`src/rtl/bus_slave_resp_ctrl_if.sv`:
```
// -----------------------------------------------------------------------------
// bus_slave_resp_ctrl_if
//   Bundles the bus-side signals of the slave response controller: the
//   master strobe, decoder chip selects, slave read data/ready, and the
//   registered response returned to the master.
//
//   Signals (active-low names end in '_'):
//     m_as_      master address strobe, one-cycle pulse
//     s_cs_      per-slave chip selects from the address decoder
//     s_rd_data  packed slave read data, slave i at [i*DATA_W +: DATA_W]
//     s_rdy_     per-slave ready
//     m_rd_data  registered read data to the master
//     m_rdy_     registered ready pulse to the master
//     m_err      error qualifier, meaningful only while m_rdy_ is low
//     busy       high while an access is outstanding
//
//   Modports:
//     slave   - the controller side (consumes strobe/selects, drives response)
//     master  - the environment side (drives strobe/selects, observes response)
// -----------------------------------------------------------------------------
interface bus_slave_resp_ctrl_if #(
   parameter int NUM_SLAVES = 8,
   parameter int DATA_W     = 32
);
   logic                         m_as_;
   logic [NUM_SLAVES-1:0]        s_cs_;
   logic [NUM_SLAVES*DATA_W-1:0] s_rd_data;
   logic [NUM_SLAVES-1:0]        s_rdy_;
   logic [DATA_W-1:0]            m_rd_data;
   logic                         m_rdy_;
   logic                         m_err;
   logic                         busy;

   modport slave (
      input  m_as_, s_cs_, s_rd_data, s_rdy_,
      output m_rd_data, m_rdy_, m_err, busy
   );

   modport master (
      output m_as_, s_cs_, s_rd_data, s_rdy_,
      input  m_rd_data, m_rdy_, m_err, busy
   );
endinterface

```
`src/rtl/bus_slave_resp_ctrl.sv`:
```
// -----------------------------------------------------------------------------
// bus_slave_resp_ctrl
//   Registered read-back path between the address decoder and the bus master.
//   On a master strobe it latches the highest-priority selected slave (lowest
//   index), waits for that slave's ready, and returns its read data as a
//   one-cycle registered response. A strobe with no slave selected returns a
//   decode error; a slave that stays not-ready for TIMEOUT wait cycles is
//   terminated with a timeout error.
//
//   Ports:
//     clk    clock
//     reset  synchronous active-high reset, aborts any outstanding access
//     bus    bus_slave_resp_ctrl_if.slave (strobe, selects, slave data/ready,
//            registered response m_rd_data/m_rdy_/m_err, busy)
//
//   Parameters:
//     NUM_SLAVES  number of slave ports (>=1), index 0 highest priority
//     DATA_W      read data width
//     TIMEOUT     wait cycles allowed before a timeout error (>=1)
// -----------------------------------------------------------------------------
module bus_slave_resp_ctrl #(
   parameter int NUM_SLAVES = 8,
   parameter int DATA_W     = 32,
   parameter int TIMEOUT    = 255
) (
   input  logic                   clk,
   input  logic                   reset,
   bus_slave_resp_ctrl_if.slave   bus
);

   localparam int SEL_W = (NUM_SLAVES > 1) ? $clog2(NUM_SLAVES) : 1;
   localparam int CNT_W = $clog2(TIMEOUT + 1);
   localparam logic [CNT_W-1:0] CNT_LAST = CNT_W'(TIMEOUT - 1);

   typedef enum logic [1:0] {
      ST_IDLE,
      ST_WAIT,
      ST_RESP
   } state_t;

   state_t            r_state;
   logic [SEL_W-1:0]  r_sel;
   logic [CNT_W-1:0]  r_cnt;
   logic [DATA_W-1:0] r_rd_data;
   logic              r_rdy_n;
   logic              r_err;
   logic              r_busy;

   logic              w_any_cs;
   logic [SEL_W-1:0]  w_pe_sel;
   logic [SEL_W-1:0]  w_idx;
   logic [DATA_W-1:0] w_slv_data;
   logic              w_slv_rdy;

   assign w_any_cs = ~(&bus.s_cs_);

   // Priority encoder: scanning downward leaves the lowest asserted index.
   always_comb begin
      w_pe_sel = '0;
      for (int i = NUM_SLAVES - 1; i >= 0; i--) begin
         if (!bus.s_cs_[i]) begin
            w_pe_sel = SEL_W'(i);
         end
      end
   end

   // In IDLE the slave is chosen live from the decoder; afterwards the
   // latched selection is used so decoder changes during WAIT are ignored.
   assign w_idx = (r_state == ST_IDLE) ? w_pe_sel : r_sel;

   always_comb begin
      w_slv_data = '0;
      w_slv_rdy  = 1'b0;
      for (int i = 0; i < NUM_SLAVES; i++) begin
         if (w_idx == SEL_W'(i)) begin
            w_slv_data = bus.s_rd_data[i*DATA_W +: DATA_W];
            w_slv_rdy  = ~bus.s_rdy_[i];
         end
      end
   end

   // Response registers are loaded on the transition into RESP, so the
   // response is visible for exactly the one cycle spent in RESP.
   always_ff @(posedge clk) begin
      if (reset) begin
         r_state   <= ST_IDLE;
         r_sel     <= '0;
         r_cnt     <= '0;
         r_rd_data <= '0;
         r_rdy_n   <= 1'b1;
         r_err     <= 1'b0;
         r_busy    <= 1'b0;
      end else begin
         case (r_state)
            ST_IDLE: begin
               r_cnt     <= '0;
               r_rd_data <= '0;
               r_rdy_n   <= 1'b1;
               r_err     <= 1'b0;
               r_busy    <= 1'b0;
               if (!bus.m_as_) begin
                  if (!w_any_cs) begin
                     r_state <= ST_RESP;
                     r_rdy_n <= 1'b0;
                     r_err   <= 1'b1;
                  end else begin
                     r_sel <= w_pe_sel;
                     if (w_slv_rdy) begin
                        r_state   <= ST_RESP;
                        r_rdy_n   <= 1'b0;
                        r_rd_data <= w_slv_data;
                     end else begin
                        r_state <= ST_WAIT;
                        r_busy  <= 1'b1;
                     end
                  end
               end
            end

            ST_WAIT: begin
               // Ready is tested first so it wins over a same-cycle timeout.
               if (w_slv_rdy) begin
                  r_state   <= ST_RESP;
                  r_rdy_n   <= 1'b0;
                  r_err     <= 1'b0;
                  r_rd_data <= w_slv_data;
                  r_busy    <= 1'b0;
               end else if (r_cnt == CNT_LAST) begin
                  r_state   <= ST_RESP;
                  r_rdy_n   <= 1'b0;
                  r_err     <= 1'b1;
                  r_rd_data <= '0;
                  r_busy    <= 1'b0;
               end else begin
                  r_cnt <= r_cnt + CNT_W'(1);
               end
            end

            ST_RESP: begin
               r_state   <= ST_IDLE;
               r_cnt     <= '0;
               r_rd_data <= '0;
               r_rdy_n   <= 1'b1;
               r_err     <= 1'b0;
               r_busy    <= 1'b0;
            end

            default: begin
               r_state   <= ST_IDLE;
               r_cnt     <= '0;
               r_rd_data <= '0;
               r_rdy_n   <= 1'b1;
               r_err     <= 1'b0;
               r_busy    <= 1'b0;
            end
         endcase
      end
   end

   assign bus.m_rd_data = r_rd_data;
   assign bus.m_rdy_    = r_rdy_n;
   assign bus.m_err     = r_err;
   assign bus.busy      = r_busy;

endmodule

```
`src/flat_wrapper.sv`:
```
// flat-port wrapper written by rule: the top's interface ports become plain ports
module bus_slave_resp_ctrl_flat 
#(
   parameter int NUM_SLAVES = 8,
   parameter int DATA_W     = 32,
   parameter int TIMEOUT    = 255
)
  (clk, reset, bus_m_as_, bus_s_cs_, bus_s_rd_data, bus_s_rdy_, bus_m_rd_data, bus_m_rdy_, bus_m_err, bus_busy);
  bus_slave_resp_ctrl_if #(.NUM_SLAVES(NUM_SLAVES), .DATA_W(DATA_W)) bus_i ();
  input  logic clk;
  input  logic reset;
  input wire logic [$bits(bus_i.m_as_)-1:0] bus_m_as_;
  input wire logic [$bits(bus_i.s_cs_)-1:0] bus_s_cs_;
  input wire logic [$bits(bus_i.s_rd_data)-1:0] bus_s_rd_data;
  input wire logic [$bits(bus_i.s_rdy_)-1:0] bus_s_rdy_;
  output wire logic [$bits(bus_i.m_rd_data)-1:0] bus_m_rd_data;
  output wire logic [$bits(bus_i.m_rdy_)-1:0] bus_m_rdy_;
  output wire logic [$bits(bus_i.m_err)-1:0] bus_m_err;
  output wire logic [$bits(bus_i.busy)-1:0] bus_busy;
  assign bus_i.m_as_ = bus_m_as_;
  assign bus_i.s_cs_ = bus_s_cs_;
  assign bus_i.s_rd_data = bus_s_rd_data;
  assign bus_i.s_rdy_ = bus_s_rdy_;
  assign bus_m_rd_data = bus_i.m_rd_data;
  assign bus_m_rdy_ = bus_i.m_rdy_;
  assign bus_m_err = bus_i.m_err;
  assign bus_busy = bus_i.busy;
  bus_slave_resp_ctrl #(.NUM_SLAVES(NUM_SLAVES), .DATA_W(DATA_W), .TIMEOUT(TIMEOUT)) u_core (.clk(clk), .reset(reset), .bus(bus_i));
endmodule
```
`config.mk`:
```
export PLATFORM = sky130hd
export DESIGN_NAME = bus_slave_resp_ctrl_flat
export DESIGN_NICKNAME = d
export VERILOG_FILES = /design/src/rtl/bus_slave_resp_ctrl_if.sv /design/src/rtl/bus_slave_resp_ctrl.sv /design/src/flat_wrapper.sv
export SDC_FILE = /design/constraint.sdc
export NUM_CORES = 1
export LEC_CHECK = 0
export CORE_AREA = 4 4 119 121
export CTS_CLUSTER_DIAMETER = 30
export DETAILED_ROUTE_END_ITERATION = 8
export DIE_AREA = 0 0 123 125
export MAX_ROUTING_LAYER = met4
export PLACE_DENSITY = 0.75
export SYNTH_ARGS = -nofsm -noshare
export SYNTH_HDL_FRONTEND = slang
export SYNTH_SLANG_ARGS = --single-unit
export TNS_END_PERCENT = 5
```
`constraint.sdc`:
```
create_clock -name clk -period 6.64 [get_ports clk]
set_clock_uncertainty 0.05 [all_clocks]
set_input_delay 1.328 -clock clk [delete_from_list [all_inputs] [get_ports clk]]
set_output_delay 1.328 -clock clk [all_outputs]
set_load 0.02 [all_outputs]
```
==> flow_summary.ini <==
[hold_path]
hold_path_class = reg2reg
hold_start = u_core.bus.m_rd_data[1]
whs_endpoint = u_core.bus.m_rd_data[1]
min_delay_path_depth = 1

[yosys]
synth_top_flop_cell = dfxtp_1
netlist_area_um2 = 4005
synth_enable_flop_cells = 0
syn_nets = 785
synthDistinctLibCells = 61
ys_seq_area_share_pct = 23.99
ys_ff_latch = 48
async_reset_ff_share_pct = 0
synth_cells = 508
synth_warnings = 0
avgSynthCellArea_um2 = 7.884

[worst_setup_path]
critPathRequiredTime_ns = 6.73
critical_path_class = in2reg
worstPathCellList = clkdlybuf4s50_1 > nand4_1 > o31ai_4 > nand3_2 > o22ai_1 > a221o_1 > o2bb2ai_1
worst-endpoint-arrival_ns = 4.59
r2r-end = u_core.bus.m_rd_data[16]
worst-path-max-fanout = 27
reg2reg_slack_ns = 3.27
end_kind = register
max_stage_delay_ns = 0.91
worst_path_max_delay_cell = o31ai_4
ff2ff_path_depth = 6
reg2reg_from = u_core.r_state[0]
crit_path_start_kind = input port

[power_and_ir_drop]
pwr-share-seq_pct = 26.5
pwr-share-clk_pct = 22.2
combPwrFrac_pct = 51.3
power_mw = 1.283
switching_share_pct = 35.36
netSwitchingPower_mw = 0.4539
power_density_nw_per_um2 = 175.3
leakage_nw = 2.770
ir_drop_v = 0.0001216
p_int_mw = 0.8296

[detailed_routing]
met2_length_um = 10030
drtIter0Drc = 695
met1_length_um = 8162
drc_errors = 0
via_per_inst = 5.720
top_layer = met4
wirelength_um = 21070
dr.pass1.iters = 6
wire_per_inst_um = 21.74
wl_met3_um = 2056
antenna_left = 0
vias = 5543

[place]
post-place-ws_ns = 1.861
gp_congestion = 0.9715
io_buffer_count = 309
dpl.hpwl_um = 16270

[die]
die_w_um = 123
dieHeight_um = 125
core_area_um2 = 13090
initial_core_util_pct = 30.61
fp-row-count = 42
fp.dieArea_um2 = 15380
ioPinCount = 310

[timing]
hold_violations = 0
setup_slack_ns = 2.141
holdWs_ns = 0.4161
rsz0062_at_grt = false
fmax_mhz = 222.3
fin_crit_ns = 4.499
slew_viol_final = 0
setup_violations = 0
tns_ns = 0
max_slew_margin_pct = 25.04
tightest_slew_ns = 1.124
period_share_pct = 67.76

[grt]
grt_overflow = 0
grt_max_degree = 47
grt_usage_pct = 26.08
grt_antenna_before_repair = 4
grt_pass1_vias = 5583
grt_pass1_wl_um = 31110

[cts]
clock_path_buffers = 2
clkLatencyLatePin_ns = 0.28
cts-root-buf = clkbuf_16
clock-sinks = 48
hold_buffers = 0
post_cts_buffers = 0
cts_tree = done
clk_pin_slew_worst_paths_ns = 0.07
ctsHtreeMaxLevel = 2
cts_resized = 0
cts_buffers = 5

[final_layout]
syn2layout_area_growth_pct = 82.79
nets = 1064
drive_gt1_share_pct = 4.695

[flow_run]
cap_viol_max_count = 0

[outcome]
status = finished, final reports clean
==> logic make-up after synthesis <==
| kind of cell | synth area share [%] |
|---|---|
| flops | 23.99 |
| simple gates | 23.68 |
| fa+ha+maj | 0.6247 |
| compound gates | 36.99 |
| buf+inv | 6.685 |
| mux | 8.029 |
==> flip-flops by register name, indices dropped and copies added (netlist names) <==
name                  cells
u_core.bus.busy           1
u_core.bus.m_err          1
u_core.bus.m_rd_data     32
u_core.bus.m_rdy_         1
u_core.r_cnt              8
u_core.r_sel              3
u_core.r_state            2
==> area by class of cell <==
| cell class | count | area [µm²] |
|---|---|---|
| tap | 176 | 220.2 |
| antenna | 5 | 12.51 |
| clock inverter | 2 | 35.03 |
| inverter | 4 | 15.01 |
| timing repair buffer | 315 | 3138 |
| sequential | 48 | 960.9 |
| fill | 1177 | 5764 |
| multi-input combinational | 413 | 2810 |
| clock buffer | 6 | 128.9 |
==> layout by cell type, fill, tap and decap left out, drive strengths merged, types with 2 or more instances in the layout <==
cell and instances:
nor3 4, buf 6, clkbuf 6, a222oi 27
and2 3, nor3b 2, o31ai 4, dfxtp 48
and3 3, o2bb2ai 32, a211oi 3, nor2 96
nand3 30, a2111o 3, o21ai 13, or3 3
nand2 46, a31oi 5, a21oi 18, a32oi 3
o22ai 27, mux2i 31, a221o 27, ha 2
nand4 8, clkdlybuf4s50 309, diode 5, and4 2
a22oi 3, inv 4
==> synthesized netlist by cell type (4+ instances only) <==
master     number  area [µm²]
nand2_1        44       165.2
mux2i_1        31       310.3
dfxtp_1        48       960.9
a221o_1        27       270.3
nand3_2         5       50.05
clkbuf_1       10       37.54
a31oi_1         4       25.02
nand3_1        25       125.1
buf_2          25       125.1
a21oi_1        17       85.08
o21ai_0        10       50.05
a222oi_1       27       270.3
nand4_1         6       37.54
o22ai_1        27       168.9
o2bb2ai_1      31       271.5
nor2_1         94       352.8
inv_1           4       15.01
==> worst max path at each step <==
stage | from | end | slack, ns | cells after the start
detailed placement | bus_s_cs_[1] | u_core.bus.m_rd_data[0] | 1.86 | 7
global placement | bus_s_cs_[1] | u_core.bus.m_rd_data[0] | 1.85 | 7
floorplan | bus_s_cs_[6] | u_core.bus.m_rd_data[9] | 3.65 | 8
finish | bus_s_cs_[1] | u_core.bus.m_rd_data[0] | 2.14 | 7
CTS | bus_s_cs_[1] | u_core.bus.m_rd_data[0] | 2.16 | 7
global route | bus_s_cs_[1] | u_core.bus.m_rd_data[0] | 1.94 | 7
==> power by group through the flow <==
stage / Clock [mW] / Sequential (mW) / Combinational (mW)
after CTS: 0.292 / 0.339 / 0.656
final: 0.285 / 0.340 / 0.658
after detailed placement: 0 / 0.345 / 0.654
after global placement: 0 / 0.345 / 0.644
after floorplan: 0 / 0.370 / 0.326
after global routing: 0.304 / 0.343 / 0.700
==> layer usage <==
| metal | GRT usage [%] | vias up |
|---|---|---|
| met1 | 30.83 | 2571 |
| met5 | - | - |
| met2 | 43.20 | 346 |
| li1 | - | 2572 |
| met4 | 9.577 | 0 |
| met3 | 5.736 | 54 |
==> worst max-delay path, delay by kind of cell <==
kind	cells	cell delay, ns
buf+inv	1	0.54
simple gates	2	1.04
compound gates	4	1.66
==> per-stage QoR <==
step | util [%] | cell area [µm²] | std cells
4_1_cts | 55.85 | 7308 | 964
3_3_place_gp | 54.60 | 7144 | 956
2_1_floorplan | - | 4005 | 508
5_1_grt | 55.93 | 7318 | 968
3_5_place_dp | 54.60 | 7144 | 956
6_report | 55.95 | 7321 | 969
Power figures use the tool's default switching activity.
